$ cat src/rtl/i2c_pkg.sv
// -----------------------------------------------------------------------------
// i2c_pkg
// Shared types and constants for the I2C subsystem.
//   arb_state_t : states of the master arbiter (i2c_master_arbiter)
//   i2c_state_t : bus-level phases of the i2c_master
//   I2C_ADDR_W  : 7-bit slave address width
//   I2C_DATA_W  : byte width
// -----------------------------------------------------------------------------
package i2c_pkg;

    localparam int I2C_ADDR_W = 7;
    localparam int I2C_DATA_W = 8;

    typedef enum logic [2:0] {
        ARB_IDLE  = 3'd0,
        ARB_ISSUE = 3'd1,
        ARB_WAIT  = 3'd2,
        ARB_RESP  = 3'd3,
        ARB_DRAIN = 3'd4
    } arb_state_t;

    typedef enum logic [2:0] {
        I2C_IDLE  = 3'd0,
        I2C_START = 3'd1,
        I2C_ADDR  = 3'd2,
        I2C_DATA  = 3'd3,
        I2C_ACK   = 3'd4,
        I2C_STOP  = 3'd5
    } i2c_state_t;

endpackage

$ cat src/rtl/i2c_master_arbiter_rr_pick.sv
// -----------------------------------------------------------------------------
// rr_pick
// Combinational round-robin search: returns the first set bit of req_i found
// searching upward from ptr_i, wrapping modulo N.
//   req_i    : request vector
//   ptr_i    : search start index (must be < N)
//   gnt_oh_o : one-hot selection (zero when no request)
//   idx_o    : binary index of the selection
//   any_o    : at least one request is set
// -----------------------------------------------------------------------------
module rr_pick #(
    parameter int N  = 4,
    parameter int IW = (N > 1) ? $clog2(N) : 1
) (
    input  logic [N-1:0]  req_i,
    input  logic [IW-1:0] ptr_i,
    output logic [N-1:0]  gnt_oh_o,
    output logic [IW-1:0] idx_o,
    output logic          any_o
);

    logic [IW:0]   sum;
    logic [IW-1:0] k;

    always_comb begin
        gnt_oh_o = '0;
        idx_o    = '0;
        any_o    = 1'b0;
        sum      = '0;
        k        = '0;
        for (int i = 0; i < N; i++) begin
            // One extra bit keeps ptr+i from overflowing before the wrap.
            sum = {1'b0, ptr_i} + (IW+1)'(i);
            if (sum >= (IW+1)'(N)) begin
                sum = sum - (IW+1)'(N);
            end
            k = sum[IW-1:0];
            if (!any_o && req_i[k]) begin
                any_o       = 1'b1;
                gnt_oh_o[k] = 1'b1;
                idx_o       = k;
            end
        end
    end

endmodule

$ cat src/rtl/i2c_master_arbiter.sv
// -----------------------------------------------------------------------------
// i2c_master_arbiter
// Shares one i2c_master among NUM_REQ requesters issuing single-byte
// transactions. Round-robin grant, command hand-off to the master, result
// return to the winner, and a watchdog that recovers from a stalled bus.
//   clk_i, rst_ni        : system clock, async active-low reset
//   req_i/rw_i           : per-requester request and direction (1 = read)
//   addr_i/data_i        : packed per-requester address / write data
//   gnt_o                : one-hot grant, ISSUE through RESP
//   done_o               : one-cycle completion pulse to the winner
//   data_o/nack_o/timeout_o : result, valid while done_o is nonzero
//   busy_o               : arbiter not idle
//   mst_en_o/rw/addr/data: command to the i2c_master
//   mst_busy_i/done_i/ack_i/data_i : status from the i2c_master
// -----------------------------------------------------------------------------
module i2c_master_arbiter
    import i2c_pkg::*;
#(
    parameter int NUM_REQ     = 4,
    parameter int ADDR_W      = I2C_ADDR_W,
    parameter int DATA_W      = I2C_DATA_W,
    parameter int TIMEOUT_CYC = 4096
) (
    input  logic                      clk_i,
    input  logic                      rst_ni,
    input  logic [NUM_REQ-1:0]        req_i,
    input  logic [NUM_REQ-1:0]        rw_i,
    input  logic [NUM_REQ*ADDR_W-1:0] addr_i,
    input  logic [NUM_REQ*DATA_W-1:0] data_i,
    output logic [NUM_REQ-1:0]        gnt_o,
    output logic [NUM_REQ-1:0]        done_o,
    output logic [DATA_W-1:0]         data_o,
    output logic                      nack_o,
    output logic                      timeout_o,
    output logic                      busy_o,
    output logic                      mst_en_o,
    output logic                      mst_rw_o,
    output logic [ADDR_W-1:0]         mst_addr_o,
    output logic [DATA_W-1:0]         mst_data_o,
    input  logic                      mst_busy_i,
    input  logic                      mst_done_i,
    input  logic                      mst_ack_i,
    input  logic [DATA_W-1:0]         mst_data_i
);

    localparam int IDX_W = (NUM_REQ > 1) ? $clog2(NUM_REQ) : 1;
    localparam int WD_W  = $clog2(TIMEOUT_CYC) + 1;

    arb_state_t           state_q, state_d;
    logic [IDX_W-1:0]     ptr_q, ptr_d;
    logic [IDX_W-1:0]     win_q, win_d;
    logic [NUM_REQ-1:0]   gnt_q, gnt_d;
    logic [NUM_REQ-1:0]   done_q, done_d;
    logic [DATA_W-1:0]    rdata_q, rdata_d;
    logic                 nack_q, nack_d;
    logic                 tmo_q, tmo_d;
    logic                 en_q, en_d;
    logic                 rw_q, rw_d;
    logic [ADDR_W-1:0]    addr_q, addr_d;
    logic [DATA_W-1:0]    wdata_q, wdata_d;
    logic [WD_W-1:0]      wd_q, wd_d;

    logic [NUM_REQ-1:0]   pick_oh;
    logic [IDX_W-1:0]     pick_idx;
    logic                 pick_any;

    rr_pick #(
        .N  (NUM_REQ),
        .IW (IDX_W)
    ) u_pick (
        .req_i    (req_i),
        .ptr_i    (ptr_q),
        .gnt_oh_o (pick_oh),
        .idx_o    (pick_idx),
        .any_o    (pick_any)
    );

    always_ff @(posedge clk_i or negedge rst_ni) begin
        if (!rst_ni) begin
            state_q <= ARB_IDLE;
            ptr_q   <= '0;
            win_q   <= '0;
            gnt_q   <= '0;
            done_q  <= '0;
            rdata_q <= '0;
            nack_q  <= 1'b0;
            tmo_q   <= 1'b0;
            en_q    <= 1'b0;
            rw_q    <= 1'b0;
            addr_q  <= '0;
            wdata_q <= '0;
            wd_q    <= '0;
        end else begin
            state_q <= state_d;
            ptr_q   <= ptr_d;
            win_q   <= win_d;
            gnt_q   <= gnt_d;
            done_q  <= done_d;
            rdata_q <= rdata_d;
            nack_q  <= nack_d;
            tmo_q   <= tmo_d;
            en_q    <= en_d;
            rw_q    <= rw_d;
            addr_q  <= addr_d;
            wdata_q <= wdata_d;
            wd_q    <= wd_d;
        end
    end

    always_comb begin
        state_d = state_q;
        ptr_d   = ptr_q;
        win_d   = win_q;
        gnt_d   = gnt_q;
        done_d  = '0;
        rdata_d = rdata_q;
        nack_d  = nack_q;
        tmo_d   = tmo_q;
        en_d    = en_q;
        rw_d    = rw_q;
        addr_d  = addr_q;
        wdata_d = wdata_q;
        wd_d    = wd_q;

        case (state_q)
            ARB_IDLE: begin
                if (pick_any) begin
                    state_d = ARB_ISSUE;
                    win_d   = pick_idx;
                    gnt_d   = pick_oh;
                    en_d    = 1'b1;
                    rw_d    = rw_i[pick_idx];
                    addr_d  = addr_i[int'(pick_idx)*ADDR_W +: ADDR_W];
                    wdata_d = data_i[int'(pick_idx)*DATA_W +: DATA_W];
                    wd_d    = '0;
                end
            end

            ARB_ISSUE, ARB_WAIT: begin
                wd_d = wd_q + WD_W'(1);
                // Completion takes priority over watchdog expiry on the same cycle.
                if (mst_done_i) begin
                    state_d = ARB_RESP;
                    en_d    = 1'b0;
                    done_d  = gnt_q;
                    rdata_d = rw_q ? mst_data_i : '0;
                    nack_d  = ~mst_ack_i;
                    tmo_d   = 1'b0;
                end else if (wd_q == WD_W'(TIMEOUT_CYC - 1)) begin
                    state_d = ARB_RESP;
                    en_d    = 1'b0;
                    done_d  = gnt_q;
                    rdata_d = '0;
                    nack_d  = 1'b1;
                    tmo_d   = 1'b1;
                end else if (state_q == ARB_ISSUE && mst_busy_i) begin
                    state_d = ARB_WAIT;
                    en_d    = 1'b0;
                end
            end

            ARB_RESP: begin
                gnt_d   = '0;
                ptr_d   = (win_q == IDX_W'(NUM_REQ - 1)) ? '0 : win_q + IDX_W'(1);
                // A timed-out master may still own the bus; hold off new grants.
                state_d = (tmo_q && mst_busy_i) ? ARB_DRAIN : ARB_IDLE;
            end

            ARB_DRAIN: begin
                if (!mst_busy_i) begin
                    state_d = ARB_IDLE;
                end
            end

            default: begin
                state_d = ARB_IDLE;
            end
        endcase
    end

    assign gnt_o      = gnt_q;
    assign done_o     = done_q;
    assign data_o     = rdata_q;
    assign nack_o     = nack_q;
    assign timeout_o  = tmo_q;
    assign busy_o     = (state_q != ARB_IDLE);
    assign mst_en_o   = en_q;
    assign mst_rw_o   = rw_q;
    assign mst_addr_o = addr_q;
    assign mst_data_o = wdata_q;

endmodule

$ cat config.mk
export PLATFORM = sky130hd
export DESIGN_NAME = i2c_master_arbiter
export DESIGN_NICKNAME = d
export VERILOG_FILES = /design/src/rtl/i2c_pkg.sv /design/src/rtl/i2c_master_arbiter_rr_pick.sv /design/src/rtl/i2c_master_arbiter.sv
export SDC_FILE = /design/constraint.sdc
export NUM_CORES = 1
export LEC_CHECK = 0
export BUFFER_PORTS_ARGS = -buffer_cell sky130_fd_sc_hd__buf_2
export CAP_MARGIN = 20
export CORE_ASPECT_RATIO = 0.9
export CORE_UTILIZATION = 44
export CTS_CLUSTER_SIZE = 12
export DETAILED_ROUTE_END_ITERATION = 16
export PLACE_DENSITY = 0.75
export SLEW_MARGIN = 0
export SYNTH_ARGS = -nofsm -noshare
export SYNTH_HDL_FRONTEND = slang
export SYNTH_HIERARCHICAL = 1
export SYNTH_SLANG_ARGS = --single-unit
$ cat constraint.sdc
create_clock -name clk_i -period 3.03 [get_ports clk_i]
set_input_delay 0.303 -clock clk_i [delete_from_list [all_inputs] [get_ports clk_i]]
set_output_delay 0.303 -clock clk_i [all_outputs]
set_load 0.02 [all_outputs]
### Yosys cells after proc, flatten, opt, wreduce, memory -nomap -nowiden

Cells that the tools add are included.

* order comparisons: 13
* muxes and demuxes: 60
* multipliers: 1
* shifts and indexed selects: 2
* reductions and logical operators: 24
* bitwise logic cells: 4
* equality and inequality tests: 9
* add/sub/neg operators: 9

Operators by type and width (number)
* $mux W4: 8
* $shiftx A32 B6 Y8: 1
* $shiftx A28 B6 Y7: 1
* $pmux W13 S2: 1
* $mux W8: 3
* $mux W1: 20
* $mux W2: 9
* $mux W3: 6
* $lt A2 B3 Y1 const B: 5
* $add A13 B1 Y13 const B: 1
* $eq A13 B12 Y1 const B: 1
* $mux W13: 1
* $or A4 B4 Y4: 3
* $pmux W3 S4: 1
* $bmux W1 S2: 5
* $ge A3 B3 Y1 const B: 3
* $logic_and A1 B1 Y1: 9
* $demux W1 S2: 4
* $ge A2 B1 Y1 const B: 4
* $pmux W4 S2: 1
* $reduce_and A2 Y1: 4
* $sub A2 B1 Y2 const B: 4
* $add A2 B2 Y3 const B: 2
* $eq A3 B2 Y1 const B: 2
* 17 further kinds: 23

* input bits: 81
* output and inout bits: 36
* word-level logic and storage cells: 135
* bits in registers: 55

### Longest topological paths before layout

* word-level depth: 16
* depth in mapped cells: 13
* mapped depth without buffers: 9

### Modules after synthesis

The synthesis kept the hierarchy.

By module, submodules not included
* i2c_master_arbiter: seq. area each 1376.3 µm², area an instance 2776.4 µm², cells an instance 253, instances 1
* rr_pick: seq. area each 0.0 µm², area an instance 419.2 µm², cells an instance 45, instances 1

### Least setup slack after synthesis

Ideal clock, no wire load.

* path kind: register -> register
* start point: register ptr_q[0]
* end point: register addr_q[0] (netlist: mst_addr_o[0])
* buffers on the path: 4
* arrival time: 2879 ps
* slack: 35 ps
* clock period less this slack: 2995 ps
* setup time: 117 ps
* cell stages (with the launch flop): 14
* required time: 2913 ps
* cells stage by stage: dfrtp_1 buf_6 inv_1 ha_1 mux4_2 buf_6 and2b_2 o21ai_0 o31ai_1 buf_2 buf_4 mux4_2 nand2_1 nand2_1

* cells in the longest elaborated chain, start to end: 16
* elaborated cells on any way between the ends: 40
* those cells by class: 7 x add/sub; 1 x mul; 4 x order compare; 1 x shift; 20 x mux; 7 x reduce/logical

Ends and longest elaborated chain
* from (decl): RTL line i2c_master_arbiter.sv:50 `logic [IDX_W-1:0] ptr_q, ptr_d;`
* from (signal assigned): RTL line i2c_master_arbiter.sv:95 `ptr_q <= ptr_d;`
* branches (longest 13 deep; another with $add A2 B1 Y3)
* $mux W2 (*): RTL line i2c_master_arbiter_rr_pick.sv:38 `if (!any_o && req_i[k]) begin`
* net pick_idx[0]: RTL line i2c_master_arbiter.sv:64 `logic [IDX_W-1:0] pick_idx;`
* $mul A2 B3 Y5 (*): RTL line i2c_master_arbiter.sv:133 `addr_d = addr_i[int'(pick_idx)*ADDR_W +: ADDR_W];`
* $shiftx A28 B6 Y7 (*): RTL line i2c_master_arbiter.sv:133
* to (signal assigned): RTL line i2c_master_arbiter.sv:104 `addr_q <= addr_d;`
* to (decl): RTL line i2c_master_arbiter.sv:59 `logic [ADDR_W-1:0] addr_q, addr_d;`

Mark *: on every way through the listed nets, which the timed path passes. The select of a mux whose other input is x is not followed.
A chain may end at the register's enable or synchronous reset.

### Worst setup path after layout

* start point: register ptr_q[1]
* end point: register addr_q[6] (netlist: mst_addr_o[6])

The elaborated chain is that of the path after synthesis.

==> flow_summary_export.csv <==
group,metric,value,unit
floorplan,design.portCount,117,
floorplan,die_x,91.8,um
detailed_routing,postRouteAntennaNets,0,
setup_path,cpMaxStageDelayCell,"sky130_fd_sc_hd__mux4_2",
synth,post_synth_num_cell_types,53,
place,placedCellCount,501,
grt,first_global_vias,2780,
synth,synthesis.area,0.00320,mm^2
grt,antenna_found_initial,0,
final_layout,mostFrequentLayoutCells,"116 x sky130_fd_sc_hd__buf_2, 73 x sky130_fd_sc_hd__nand2_1, 55 x sky130_fd_sc_hd__dfrtp_1",
timing,peak_clock_frequency_supported_by_timing,354,MHz
flow_run,max_cap_violations,0,
timing,fin_crit,2.82,ns
final_layout,final_cells,509,
pwr,maximum_vdd_drop,0.520,mV
timing,post-route-period-util,93.2,%
pwr,power_density,1070,mW/mm^2
cts,clkTransAtPathRegs,0.11,ns
place,placer_congestion,0.862,
timing,holdWs,0.0163,ns
synth,edff_count_synth,0,
final_layout,multi_input_comb_area,0.00171,mm^2
floorplan,initial_standard_cell_utilization_of_the_core,45.4,%
cts,cts_root_buf,"sky130_fd_sc_hd__clkbuf_8",
floorplan,die-area,0.00761,mm^2
floorplan,row_count,29,
setup_path,worst-path-max-fanout,17,
final_layout,num-nets-final,503,
detailed_routing,detail_route.vias_per_cell,5.29,
detailed_routing,route.detailed.drc,0,
cts,clk_latency,0.32,ns
cts,h_tree_levels,2,
grt,globalRouteTotalUtil,21.1,%
floorplan,dieHeight,82.8,um
timing,timing_worst_slew_pin_value,0.670,ns
setup_path,worst-setup-path-type,"flip-flop to flip-flop",
timing,number_of_endpoints_with_negative_hold_slack_in_the_final_report,0,
synth,yosys-top-cells-area,"sky130_fd_sc_hd__dfrtp_1 43%, sky130_fd_sc_hd__mux4_2 13%, sky130_fd_sc_hd__nand2_1 8.6%",
synth,synth_largest_type_area_fraction,43.1,%
final_layout,num-fill-cells,635,
grt,pin_count_of_the_biggest_net_entering_global_routing,30,
final_layout,ff_latch_area,0.00138,mm^2
setup_path,launching_element_type_of_the_critical_path,"flip-flop",
timing,setup_clock_skew_after_layout,0.00866,ns
setup_path,slowest_delay,0.51,ns
place,buffer_ports.inserted,116,
outcome,status,"finished, final reports clean",
timing,grt_setup_unrepaired,"no",
grt,grt_pass1_wl,12.9,mm
detailed_routing,wl,7.42,mm
timing,final_count_of_negative_setup_slack_endpoints,0,
cts,cts.sinks,55,
detailed_routing,first_pass_iters,4,
timing,slew-limit-headroom,55.3,%
detailed_routing,wl_per_cell,14.6,um
detailed_routing,dr.first_iter.drc_count,131,
final_layout,leading_cell_type_in_the_layout_fill_and_taps_excluded,"sky130_fd_sc_hd__buf_2",
synth,ys_seq_elements,55,
final_layout,antennaDiodeCount,0,
floorplan,core,0.00704,mm^2
place,place_hpwl,5.67,mm
worst_hold_path,worstHoldPathType,"input pin to asynchronous set/reset pin",
synth,synth_fp_nets,386,
timing,slew_viol_final,0,
synth,synthesis.area_per_instance,10.7,um^2
synth,synth_seq_area_share,43.1,%
grt,sum_of_overflow_across_all_layers_after_global_routing,0,
setup_path,worst-endpoint-required,3.25,ns
cts,clock_tree.buffer_depth,2,
setup_path,cp.arrival,3.04,ns
final_layout,layout-drive-gt1-share,41.1,%
synth,syn-instance-count,298,
setup_path,path_cells,"inv_1, ha_1, mux4_2, and2b_2, o21ai_0, o31ai_4, buf_12, mux4_2, nand2_1, nand2_1",
cts,cts_inserted_buffers,5,
synth,ys.flop_type,"sky130_fd_sc_hd__dfrtp_1",
pwr,report.power.total,4.33,mW
synth,synth.yosys.warnings,6,
synth,share_of_flip_flops_with_an_asynchronous_set_or_reset,100,%
pwr,leakage,1.99,nW
setup_path,critical_path.top_delay_family,"multiplexers",
synth,synth_top_area_cell,"sky130_fd_sc_hd__dfrtp_1",
setup_path,critPathBufInv,2,
final_layout,area_delta_synth_final,26.5,%
detailed_routing,detailroute.via_count,2692,
cts,cts_tree,"built",
setup_path,crit_path_end_kind,"flip-flop",
==> stage by stage <==
step | setup WS (ns) | TNS (ns) | util [%] | instance area (um^2)
final | 0.207 | 0 | 57.4 | 4040
after global routing | 0.0502 | 0 | 57.4 | 4040
after CTS | 0.156 | 0 | 57.3 | 4030
after detailed placement | -0.0788 | -0.989 | 55.3 | 3890
after global placement | 0.0943 | 0 | 55.3 | 3890
after floorplan | 0.0347 | 0 | - | 3200
==> path summary, 6_finish.rpt <==
path	depth (start not counted)	slack, ns	to	start
max in group asynchronous	2	2.23	wd_q[5]	rst_ni
setup reg to reg	10	0.21	mst_addr_o[6]	ptr_q[1]
hold / removal	1	0.02	wd_q[12]	rst_ni
hold reg to reg	2	0.48	mst_data_o[7]	mst_data_o[7]
setup / recovery	10	0.21	mst_addr_o[6]	ptr_q[1]
min in group clk_i	2	0.16	nack_o	mst_ack_i
==> worst register-to-register path, delay by kind of cell, from the launching register on <==
family                     cells  cell delay, ns
muxes                          2            0.90
and+or+nand+nor                3            0.42
DFF                            1            0.44
AOI/OAI and AO/OA              2            0.25
adders and majority gates      1            0.37
buffers and inverters          2            0.34
==> synth_stat cells, types with 3 or more instances <==
| library cell | count |
|---|---|
| sky130_fd_sc_hd__a21oi_1 | 7 |
| sky130_fd_sc_hd__or3_1 | 4 |
| sky130_fd_sc_hd__o21ai_0 | 14 |
| sky130_fd_sc_hd__and2_1 | 5 |
| sky130_fd_sc_hd__nor2_1 | 15 |
| sky130_fd_sc_hd__dfrtp_1 | 55 |
| sky130_fd_sc_hd__ha_1 | 7 |
| sky130_fd_sc_hd__nor3_1 | 3 |
| sky130_fd_sc_hd__o31ai_1 | 3 |
| sky130_fd_sc_hd__buf_2 | 8 |
| sky130_fd_sc_hd__a22oi_1 | 9 |
| sky130_fd_sc_hd__a22o_1 | 9 |
| sky130_fd_sc_hd__mux4_2 | 18 |
| sky130_fd_sc_hd__nand4_1 | 5 |
| sky130_fd_sc_hd__buf_4 | 3 |
| sky130_fd_sc_hd__nand2_1 | 73 |
| sky130_fd_sc_hd__nand3_1 | 3 |
| sky130_fd_sc_hd__xnor2_1 | 4 |
| sky130_fd_sc_hd__buf_6 | 3 |
| sky130_fd_sc_hd__inv_1 | 8 |
==> final cells by class <==
class                   count  area share, %
inverters                   8          0.743
repair buffers            126           16.5
flip-flops and latches     55           34.1
clock buffers               5           1.70
well taps                  93           2.88
clock inverters             3           1.76
multi-input cells         219           42.3
==> state kept, by name (all words and copies together), names as in the netlist <==
signal and flops:
gnt_o 4, wd_q 13, mst_rw_o 1, ptr_q 2, done_o 4, data_o 8, timeout_o 1, win_q 2
mst_data_o 8, mst_addr_o 7, nack_o 1, mst_en_o 1, state_q 3
==> timing repair <==
action,in CTS,in global routing
setup endpoints to repair,16,3
resized for setup,1,1
setup buffers,0,0
hold buffers,0,0
pin swaps,0,1
==> power breakdown <==
| group | switching (mW) | total (mW) | internal [mW] |
|---|---|---|---|
| Sequential | 0.207 | 1.20 | 0.988 |
| Combinational | 1.39 | 2.54 | 1.16 |
| Clock | 0.254 | 0.589 | 0.335 |
| Total | 1.85 | 4.33 | 2.48 |
==> layer usage <==
metal,global-route usage [%],wire (um)
met5,0,0
met4,3.98,55
met3,3.66,492
met2,37.0,3730
met1,27.8,3140
==> cell families after synthesis <==
logic type | count (synthesis) | share of synthesized area [%]
AND/OR/NAND/NOR | 131 | 21.0
XOR/XNOR | 7 | 2.51
multiplexers | 24 | 15.7
adder cells (fa/ha/maj) | 7 | 2.74
AO/OA/AOI/OAI | 50 | 10.8
buffers and inverters | 24 | 4.19
flip-flops | 55 | 43.1
(Power assumes the default switching activity.)
